--- src/rtl/wordcell_array.sv ---
// rtl/wordcell_array.sv - word-addressed storage array with request/response port and sequential clear
// Reads return the pre-edge word one cycle after acceptance; a clear walks one word per cycle.
module wordcell_array #(
    parameter int WIDTH = 8,
    parameter int DEPTH = 16,
    localparam int AW = $clog2(DEPTH)
) (
    input  logic             clk,
    input  logic             rst_n,
    input  logic             req_valid,
    output logic             req_ready,
    input  logic             req_op,
    input  logic [AW-1:0]    req_addr,
    input  logic [WIDTH-1:0] req_wdata,
    output logic             rsp_valid,
    output logic [WIDTH-1:0] rsp_rdata,
    output logic             rsp_err,
    input  logic             clr_start,
    output logic             busy,
    input  logic [AW-1:0]    dbg_addr,
    output logic [WIDTH-1:0] dbg_data
);

    typedef enum logic {ST_IDLE, ST_CLEAR} state_e;

    localparam logic [AW:0]   DEPTH_W = (AW+1)'(DEPTH);
    localparam logic [AW-1:0] LAST_IDX = AW'(DEPTH - 1);

    state_e           state_q, state_d;
    logic [AW-1:0]    clr_cnt_q, clr_cnt_d;
    logic             clr_we;
    logic [WIDTH-1:0] mem_q [DEPTH];

    logic             rsp_valid_q, rsp_valid_d;
    logic             rsp_err_q, rsp_err_d;
    logic [WIDTH-1:0] rsp_rdata_q, rsp_rdata_d;

    logic accept;
    logic addr_ok;
    logic dbg_ok;
    logic wr_en;

    // Address widths can exceed DEPTH when DEPTH is not a power of two.
    assign addr_ok = ({1'b0, req_addr} < DEPTH_W);
    assign dbg_ok  = ({1'b0, dbg_addr} < DEPTH_W);
    assign accept  = req_valid && req_ready;
    assign wr_en   = accept && req_op && addr_ok;

    always_ff @(posedge clk or negedge rst_n) begin
        if (!rst_n) begin
            state_q   <= ST_IDLE;
            clr_cnt_q <= '0;
        end else begin
            state_q   <= state_d;
            clr_cnt_q <= clr_cnt_d;
        end
    end

    always_comb begin
        state_d   = state_q;
        clr_cnt_d = clr_cnt_q;
        req_ready = 1'b0;
        busy      = 1'b0;
        clr_we    = 1'b0;
        case (state_q)
            ST_IDLE: begin
                req_ready = 1'b1;
                clr_cnt_d = '0;
                if (clr_start) begin
                    state_d = ST_CLEAR;
                end
            end
            ST_CLEAR: begin
                busy      = 1'b1;
                clr_we    = 1'b1;
                clr_cnt_d = clr_cnt_q + 1'b1;
                if (clr_cnt_q == LAST_IDX) begin
                    state_d   = ST_IDLE;
                    clr_cnt_d = '0;
                end
            end
            default: state_d = ST_IDLE;
        endcase
    end

    // Requests are never accepted during CLEAR, so clear and write never collide.
    always_ff @(posedge clk or negedge rst_n) begin
        if (!rst_n) begin
            for (int i = 0; i < DEPTH; i++) begin
                mem_q[i] <= '0;
            end
        end else if (clr_we) begin
            mem_q[clr_cnt_q] <= '0;
        end else if (wr_en) begin
            mem_q[req_addr] <= req_wdata;
        end
    end

    always_comb begin
        rsp_valid_d = accept && !req_op;
        rsp_err_d   = rsp_valid_d && !addr_ok;
        rsp_rdata_d = rsp_rdata_q;
        if (rsp_valid_d) begin
            rsp_rdata_d = addr_ok ? mem_q[req_addr] : '0;
        end
    end

    always_ff @(posedge clk or negedge rst_n) begin
        if (!rst_n) begin
            rsp_valid_q <= 1'b0;
            rsp_err_q   <= 1'b0;
            rsp_rdata_q <= '0;
        end else begin
            rsp_valid_q <= rsp_valid_d;
            rsp_err_q   <= rsp_err_d;
            rsp_rdata_q <= rsp_rdata_d;
        end
    end

    assign rsp_valid = rsp_valid_q;
    assign rsp_err   = rsp_err_q;
    assign rsp_rdata = rsp_rdata_q;
    assign dbg_data  = dbg_ok ? mem_q[dbg_addr] : '0;

endmodule

--- config.mk ---
export PLATFORM = sky130hd
export DESIGN_NAME = wordcell_array
export DESIGN_NICKNAME = d
export VERILOG_FILES = /design/src/rtl/wordcell_array.sv
export SDC_FILE = /design/constraint.sdc
export NUM_CORES = 1
export LEC_CHECK = 0
export CAP_MARGIN = 10
export CORE_UTILIZATION = 60
export CTS_BUF_LIST = sky130_fd_sc_hd__clkbuf_2
export CTS_CLUSTER_DIAMETER = 200
export DETAILED_ROUTE_END_ITERATION = 7
export GPL_TIMING_DRIVEN = 1
export PLACE_DENSITY = 0.8
export SLEW_MARGIN = 20
export SYNTH_ARGS = -nofsm -noshare
export SYNTH_HDL_FRONTEND = slang
export SYNTH_SLANG_ARGS = --single-unit
--- constraint.sdc ---
create_clock -name clk -period 3.4 [get_ports clk]
set_input_delay 0.85 -clock clk [delete_from_list [all_inputs] [get_ports clk]]
set_output_delay 0.85 -clock clk [all_outputs]
set_load 0.01 [all_outputs]
# After elaboration in Yosys (flattened, before gate mapping)
# Index checks and enable logic that the tools add are counted.
# W data, S select, Z words.
dict set report totals {
  input_bits 21
  wordCells 60
  reg_bits 142
}
dict set report op_classes {
  mux 20
  bitwise 6
  reduce_logical 7
  n_lt_le_gt_ge 5
  eq_ne 1
  n_addsub 1
}
# op count
set op_table {}
lappend op_table {{$mux W128} 2}
lappend op_table {{$and A128 B128 Y128} 1}
lappend op_table {{$bwmux W128} 1}
lappend op_table {{$not A128 Y128} 1}
lappend op_table {{$bmux W8 S4} 2}
lappend op_table {{$demux W8 S4} 2}
lappend op_table {{$mux W8} 6}
lappend op_table {{$ge A5 B5 Y1 const B} 3}
lappend op_table {{$not A4 Y5} 3}
lappend op_table {{$lt A5 B1 Y1 const B} 2}
lappend op_table {{$pmux W4 S2} 1}
lappend op_table {{$logic_and A1 B1 Y1} 5}
lappend op_table {{$add A4 B1 Y4 const B} 1}
lappend op_table {{$eq A4 B4 Y1 const B} 1}
lappend op_table {{$mux W1} 4}
lappend op_table {{$mux W4} 1}
lappend op_table {{$pmux W1 S2} 1}
lappend op_table {{$reduce_bool A2 Y1} 1}
lappend op_table {{$logic_not A1 Y1} 1}
lappend op_table {{$not A1 Y1} 1}

# Logic depth before layout (Yosys ltp)
# Gate-level depths: netlist of the first run.
dict set report depth {
  depth_word 8
  ltp_mapped 7
  ltp_nobuf 4
}

# Worst setup path after synthesis of the first run
# OpenSTA, ideal clock, no wires.
dict set report synth_timing {
  kind {input-to-output}
  start {input port dbg_addr[0]}
  end {output port dbg_data[0]}
  t_arrival_ps 2194
  path_slack_ps 356
  path_stages 4
  path_buffers 2
  path_cell_list {buf_2 buf_6 mux4_2 mux4_2}
}
dict set report synth_via {
  elab_chain_len 4
}
# element line_no
set synth_rtl {}
lappend synth_rtl {{start: declaration} 20} ;# input logic [AW-1:0] dbg_addr,
lappend synth_rtl {{$not A4 Y5 (implied by the code)} 123} ;# assign dbg_data = dbg_ok ? mem_q[dbg_addr] : '0;
lappend synth_rtl {{$bmux W8 S4} 123}
lappend synth_rtl {{$mux W8 (implied by the code) (2 in series)} 123}
lappend synth_rtl {{end: declaration} 21} ;# output logic [WIDTH-1:0] dbg_data
# No other way between the ends. The select of a mux whose other input is x is not followed.

# Worst setup path in the final report of the first run
dict set report layout_timing {
  start {input port dbg_addr[0]}
  end {output port dbg_data[2]}
}
# The elaborated chain is that of the path after synthesis.

==> flow_metrics.env, run 1 <==
export IMPL_synth_nets=580
export IMPL_nets=625
export IMPL_busiest_layer="met2"
export IMPL_dp_hpwl_mm=15.74
export IMPL_hold_viol_final=0
export IMPL_clkLatencyLatePin_ns=0.73
export IMPL_critPathKind="in -> out"
export IMPL_yosysWarnings=0
export IMPL_fin_total_pwr_mw=4.329
export IMPL_r2r_end="mem_q[112]$_DFFE_PN0P_"
export IMPL_rows=40
export IMPL_final_antenna_net_count=0
export IMPL_synth_top_area_share_pct=47.03
export IMPL_yosysSeqAreaShare_pct=47.03
export IMPL_wl_mm=22.26
export IMPL_slew_limit_headroom_pct=49.15
export IMPL_cts_made_buffers=17
export IMPL_powerDensity_nw_per_um2=505.6
export IMPL_drive_above_1_share_pct=25.29
export IMPL_synth_largest_area_cell="dfrtp_1"
export IMPL_clockBufferDepth=2
export IMPL_cts_clk_slew_worst_paths_ns=0.18
export IMPL_antenna_found_initial=0
export IMPL_dr_pass1_iters=7
export IMPL_setup_violations_final=0
export IMPL_slew_viol_final=0
export IMPL_drv_cap=0
export IMPL_switching_share_pct=32.91
export IMPL_ir_drop_uv=432.4
export IMPL_min_path_type="in -> async"
export IMPL_status="finished, final reports clean"
export IMPL_timing_rr_start="state_q$_DFF_PN0_"
export IMPL_core_area_sq_um=12160
export IMPL_synthArstFlopShare_pct=100.0
export IMPL_overflow=0
export IMPL_final_core_utilization_pct=70.40
export IMPL_power_switching_mw=1.425
export IMPL_synth_main_ff_cell="dfrtp_1"
export IMPL_netlist_area_sq_um=7556
export IMPL_worst_ep_required_time_ns=2.55
export IMPL_die_x_um=114.2
export IMPL_power_frac_comb_pct=26.3
export IMPL_cts_root_buffer_cell="clkbuf_2"
export IMPL_setup_worst_path_start_class="input port"
export IMPL_antennaDiodeCount=0
export IMPL_grt_use_met3_pct=9.370
export IMPL_reg2reg_slack_ns=1.09
export IMPL_pwr_share_clk_pct=26.2
export IMPL_cts_tree="built"
export IMPL_synth_cell_types=37
export IMPL_met1_usage_pct=48.33
export IMPL_tightest_slew_ns=0.7627
export IMPL_synth_most_common_cell="dfrtp_1"
export IMPL_rsz0062_at_grt="no"
export IMPL_grt_util_met2_pct=58.18
export IMPL_avgSynthCellArea_sq_um=13.66
export IMPL_period_needed_ns=3.365
export IMPL_area_growth_pct=13.31
export IMPL_ctsHtreeMaxLevel=4
export IMPL_grt_use_total_pct=37.23
export IMPL_start_util_pct=62.13
export IMPL_postSynthCellCount=553
export IMPL_die_area_sq_um=13050
export IMPL_grt_pass1_vias=5854
export IMPL_seq_power_share_pct=47.5
export IMPL_yosys_top_cells_area="dfrtp_1, mux4_2, a22o_1"
export IMPL_max_freq_mhz=297.2
export IMPL_io_pins=41
export IMPL_avgViaCountPerCell=7.427
export IMPL_intPower_mw=2.904
export IMPL_reg2reg_depth=4
export IMPL_io_buffers=39
export IMPL_cp_max_fo=10
export IMPL_placed_cells=743
export IMPL_dr_first_iter_drc_count=832
export IMPL_finalClockSkew_ns=0.02940
export IMPL_fin_crit_sh_pct=98.98
export IMPL_die_h_um=114.2
export IMPL_leakagePower_nw=3.920
export IMPL_cts_hold_buf=0
export IMPL_yosys_register_bits=142
export IMPL_routed_via_count=5771
export IMPL_synth_edf_count=0
export IMPL_routedWlPerCell_um=28.65
export IMPL_endpoint_kind="primary output"
export IMPL_synth_common_cells="dfrtp_1, a22o_1, mux4_2, mux2i_1, nor2_1"
export IMPL_drc=0
export IMPL_gp_congestion=1.057
export IMPL_grt_max_degree=62
export IMPL_grt_first_pass_wirelength_mm=34.51
export IMPL_fin_cells=777
export IMPL_crit_arrival_ns=2.52
export IMPL_cts_sinks=142
power groups by stage:
stage | logic [mW] | clock network [mW] | registers (mW)
detailed placement | 1.11 | 0 | 2.08
finish | 1.14 | 1.14 | 2.06
floorplan | 0.682 | 0 | 2.04
CTS | 1.13 | 1.14 | 2.05
global route | 1.22 | 1.20 | 2.07
global placement | 1.08 | 0 | 2.07
registers in the layout (all words and copies together) (netlist names):
signal and count:
clr_cnt_q 4, mem_q 128, rsp_rdata 8, rsp_valid 1
state_q 1
through the flow:
stage	cell area, sq um	hold WS (ns)	setup TNS [ns]	setup WS (ns)
6_report	8562	0.07967	0	0.03482
3_5_place_dp	8210	0.5049	-2.712	-0.3597
4_1_cts	8561	0.06254	0	0.04941
3_3_place_gp	8210	0.4996	-2.516	-0.3429
2_1_floorplan	7556	0.4772	0	0.3557
5_1_grt	8562	0.06342	0	0.006751
final cells by class:
type,instances,area (sq um)
clock buffer,19,95.09
clock inverter,11,172.7
fill,845,3600
inverter,4,15.01
multi-input combinational,357,3732
sequential,142,3555
tap,168,210.2
timing repair buffer,76,782.0
placed cells by master, fill, tap and decap left out, drive strengths merged:
cell type / n
bufinv: 5
nor3b: 1
and3: 2
nand3: 6
nand2: 9
o22ai: 14
and2: 2
a31oi: 6
a22oi: 2
nor3: 18
dlygate4sd2: 7
or2: 1
conb: 1
nand3b: 4
xnor2: 1
o21ai: 3
a21oi: 21
a2bb2oi: 6
nand2b: 3
a211oi: 2
clkdlybuf4s50: 26
clkinv: 6
inv: 4
nor2: 20
clkbuf: 19
buf: 40
mux2i: 44
or3b: 3
clkdlybuf4s15: 2
or4: 1
a22o: 128
dfrtp: 142
mux4: 50
nor2b: 2
bufbuf: 1
or3: 1
ha: 6
worst max path at each step:
stage | startpoint | end | cells past startpoint
finish | dbg_addr[0] | dbg_data[2] | 5
global placement | dbg_addr[1] | dbg_data[5] | 5
global route | dbg_addr[0] | dbg_data[5] | 5
floorplan | dbg_addr[0] | dbg_data[0] | 4
CTS | dbg_addr[0] | dbg_data[2] | 5
detailed placement | dbg_addr[1] | dbg_data[2] | 5
what timing repair did:
| action | in CTS | in global routing |
|---|---|---|
| hold endpoints to repair | 0 | 0 |
| buffers inserted | 2 | 0 |
| endpoints found under the setup margin | 8 | 1 |
| gates resized for setup | 17 | 1 |
| gates cloned | 2 | 0 |
worst max-delay path, stage by stage:
cell and delay (ns):
buf_4 0.17, buf_16 0.17, mux4_2 0.51, mux4_2 0.49, dlygate4sd2_1 0.31
layer usage:
layer | wire length, um | share of wire [%]
met5 | 0 | 0
met4 | 1236 | 5.6
met3 | 2475 | 11
met2 | 10680 | 48
met1 | 7868 | 35
logic make-up (layout without fill, tap and decap cells):
group | count (synthesis) | count (layout) | synth area share (%)
AO/OA/AOI/OAI | 182 | 182 | 19.97
XOR/XNOR | 1 | 1 | 0.1159
adder cells (fa/ha/maj) | 6 | 6 | 0.9935
buffers and inverters | 54 | 110 | 3.577
flip-flops | 142 | 142 | 47.03
multiplexers | 94 | 94 | 20.73
other | 1 | 1 | 0.04963
AND/OR/NAND/NOR | 73 | 73 | 7.535
(Power assumes the default switching activity.)
==> inputs of run 2 (changes only) <==
--- a/config.mk
+++ b/config.mk
@@ -5,6 +5,7 @@
 export SDC_FILE = /design/constraint.sdc
 export NUM_CORES = 1
 export LEC_CHECK = 0
+export ABC_CLOCK_PERIOD_IN_PS = 3400
 export CAP_MARGIN = 10
 export CORE_UTILIZATION = 60
 export CTS_BUF_LIST = sky130_fd_sc_hd__clkbuf_2
==> results of run 2 <==
No change in the layout: final DEF, timing and power equal those of run 1.
==> inputs of run 3 (changes only) <==
--- a/config.mk
+++ b/config.mk
@@ -7,6 +7,7 @@
 export LEC_CHECK = 0
 export ABC_CLOCK_PERIOD_IN_PS = 3400
 export CAP_MARGIN = 10
+export CORE_ASPECT_RATIO = 1.5
 export CORE_UTILIZATION = 60
 export CTS_BUF_LIST = sky130_fd_sc_hd__clkbuf_2
 export CTS_CLUSTER_DIAMETER = 200
==> flow_metrics.env, run 3 (same netlist as run 1, synthesis figures left out) <==
export IMPL_status="finished, final reports clean"
export IMPL_fin_cells=756
export IMPL_reg2reg_slack_ns=1.01
export IMPL_rows=49
export IMPL_slew_viol_final=0
export IMPL_die_h_um=139.4
export IMPL_crit_arrival_ns=2.51
export IMPL_fill_cells=841
export IMPL_power_switching_mw=1.520
export IMPL_cts_hold_buf=0
export IMPL_slew_limit_headroom_pct=40.70
export IMPL_fin_hold_ws_ns=0.05565
export IMPL_reg2reg_depth=4
export IMPL_tightest_slew_ns=0.8867
export IMPL_final_antenna_net_count=0
export IMPL_pre_cts_slack_ns=-0.3936
export IMPL_worst_ep_required_time_ns=2.55
export IMPL_layout_common_cells="dfrtp_1, a22o_1, mux4_2"
export IMPL_fin_total_pwr_mw=4.358
export IMPL_placed_cells=718
export IMPL_final_core_utilization_pct=69.98
export IMPL_dr_pass1_iters=5
export IMPL_switching_share_pct=34.88
export IMPL_seq_power_share_pct=47.9
export IMPL_grt_first_pass_wirelength_mm=37.36
export IMPL_overflow=0
export IMPL_routed_via_count=6001
export IMPL_largest_register="mem_q"
export IMPL_hold_viol_final=0
export IMPL_critPathKind="in -> out"
export IMPL_nets=616
export IMPL_routedWlPerCell_um=32.10
export IMPL_dr_first_iter_drc_count=935
export IMPL_wl_mm=24.27
export IMPL_final_common_cell="dfrtp_1"
export IMPL_avgViaCountPerCell=7.938
export IMPL_largest_reg_flops=128
export IMPL_ir_drop_uv=496.3
export IMPL_finalClockSkew_ns=0.02913
export IMPL_cp_max_fo=16
export IMPL_start_util_pct=62.24
export IMPL_io_pins=41
export IMPL_cts_clk_slew_worst_paths_ns=0.23
export IMPL_cts_made_buffers=17
export IMPL_core_area_sq_um=12140
export IMPL_clkLatencyLatePin_ns=0.72
export IMPL_endpoint_kind="primary output"
export IMPL_setup_ws_ns=0.03856
export IMPL_setup_worst_path_start_class="input port"
export IMPL_power_frac_comb_pct=25.8
export IMPL_fin_crit_sh_pct=98.87
export IMPL_leakagePower_nw=3.843
export IMPL_clockBufferDepth=2
export IMPL_drc=0
export IMPL_rsz0062_at_grt="no"
export IMPL_max_freq_mhz=297.5
export IMPL_cts_sinks=142
export IMPL_setup_violations_final=0
export IMPL_grt_pass1_vias=5989
export IMPL_area_growth_pct=12.42
export IMPL_die_x_um=93.63
export IMPL_drive_above_1_share_pct=26.08
export IMPL_die_area_sq_um=13060
export IMPL_powerDensity_nw_per_um2=513.1
export IMPL_grt_max_degree=62
export IMPL_grt_use_total_pct=40.31
export IMPL_io_buffers=39
export IMPL_cts_root_buffer_cell="clkbuf_2"
export IMPL_cts_tree="built"
export IMPL_min_path_type="in -> async"
export IMPL_pwr_share_clk_pct=26.2
export IMPL_intPower_mw=2.838
export IMPL_antenna_found_initial=1
export IMPL_drv_cap=0
export IMPL_ctsHtreeMaxLevel=4
export IMPL_period_needed_ns=3.361
export IMPL_dp_hpwl_mm=16.63
export IMPL_gp_congestion=0.9690
## run 3: final timing paths
check,from,to
max in group asynchronous,rst_n,mem_q[111]$_DFFE_PN0P_
worst max register to register,state_q$_DFF_PN0_,mem_q[89]$_DFFE_PN0P_
worst max-delay path,dbg_addr[1],dbg_data[2]
worst min-delay path,rst_n,mem_q[97]$_DFFE_PN0P_
min in group clk,mem_q[6]$_DFFE_PN0P_,mem_q[6]$_DFFE_PN0P_
worst min register to register,mem_q[6]$_DFFE_PN0P_,mem_q[6]$_DFFE_PN0P_
## run 3: power by group through the flow
stage / Clock, mW / Combinational, mW / Sequential [mW]
after CTS: 1.14 / 1.11 / 2.07
after floorplan: 0 / 0.682 / 2.04
after detailed placement: 0 / 1.09 / 2.10
after global routing: 1.20 / 1.19 / 2.10
after global placement: 0 / 1.06 / 2.09
final: 1.14 / 1.13 / 2.09
## run 3: layer usage
layer  up-vias  routed length, um  global-route usage (%)
li1       2303                  -                       -
met1      2984               7651                   48.79
met2       547              11620                   61.76
met3       167               2682                   10.82
met4         0               2309                   29.39
met5         -                  0                       0
## run 3: critical path, cell delays in order
cell	delay (ns)
clkdlybuf4s15_2	0.24
bufbuf_16	0.32
mux4_2	0.31
mux4_2	0.49
dlygate4sd2_1	0.30
## run 3: metrics by stage
stage / TNS, ns / area (sq um)
2_1_floorplan: 0 / 7556
3_3_place_gp: -2.548 / 8122
3_5_place_dp: -2.724 / 8122
4_1_cts: 0 / 8479
5_1_grt: 0 / 8494
6_report: 0 / 8494
## run 3: repair_timing
action                     in CTS  in global routing
cloned                          2                  0
setup buffers                   3                  0
setup endpoints to repair       8                  4
gates resized for setup        13                 10
## run 3: cell type report
class,count,area [sq um],share of cell area [%]
Multi-Input combinational cell,357,3732,43.94
Sequential cell,142,3563,41.95
Timing Repair Buffer,67,708.2,8.337
Clock inverter,14,191.4,2.254
Tap cell,153,191.4,2.254
Clock buffer,18,90.09,1.061
Inverter,4,15.01,0.1768
Antenna cell,1,2.502,0.02946
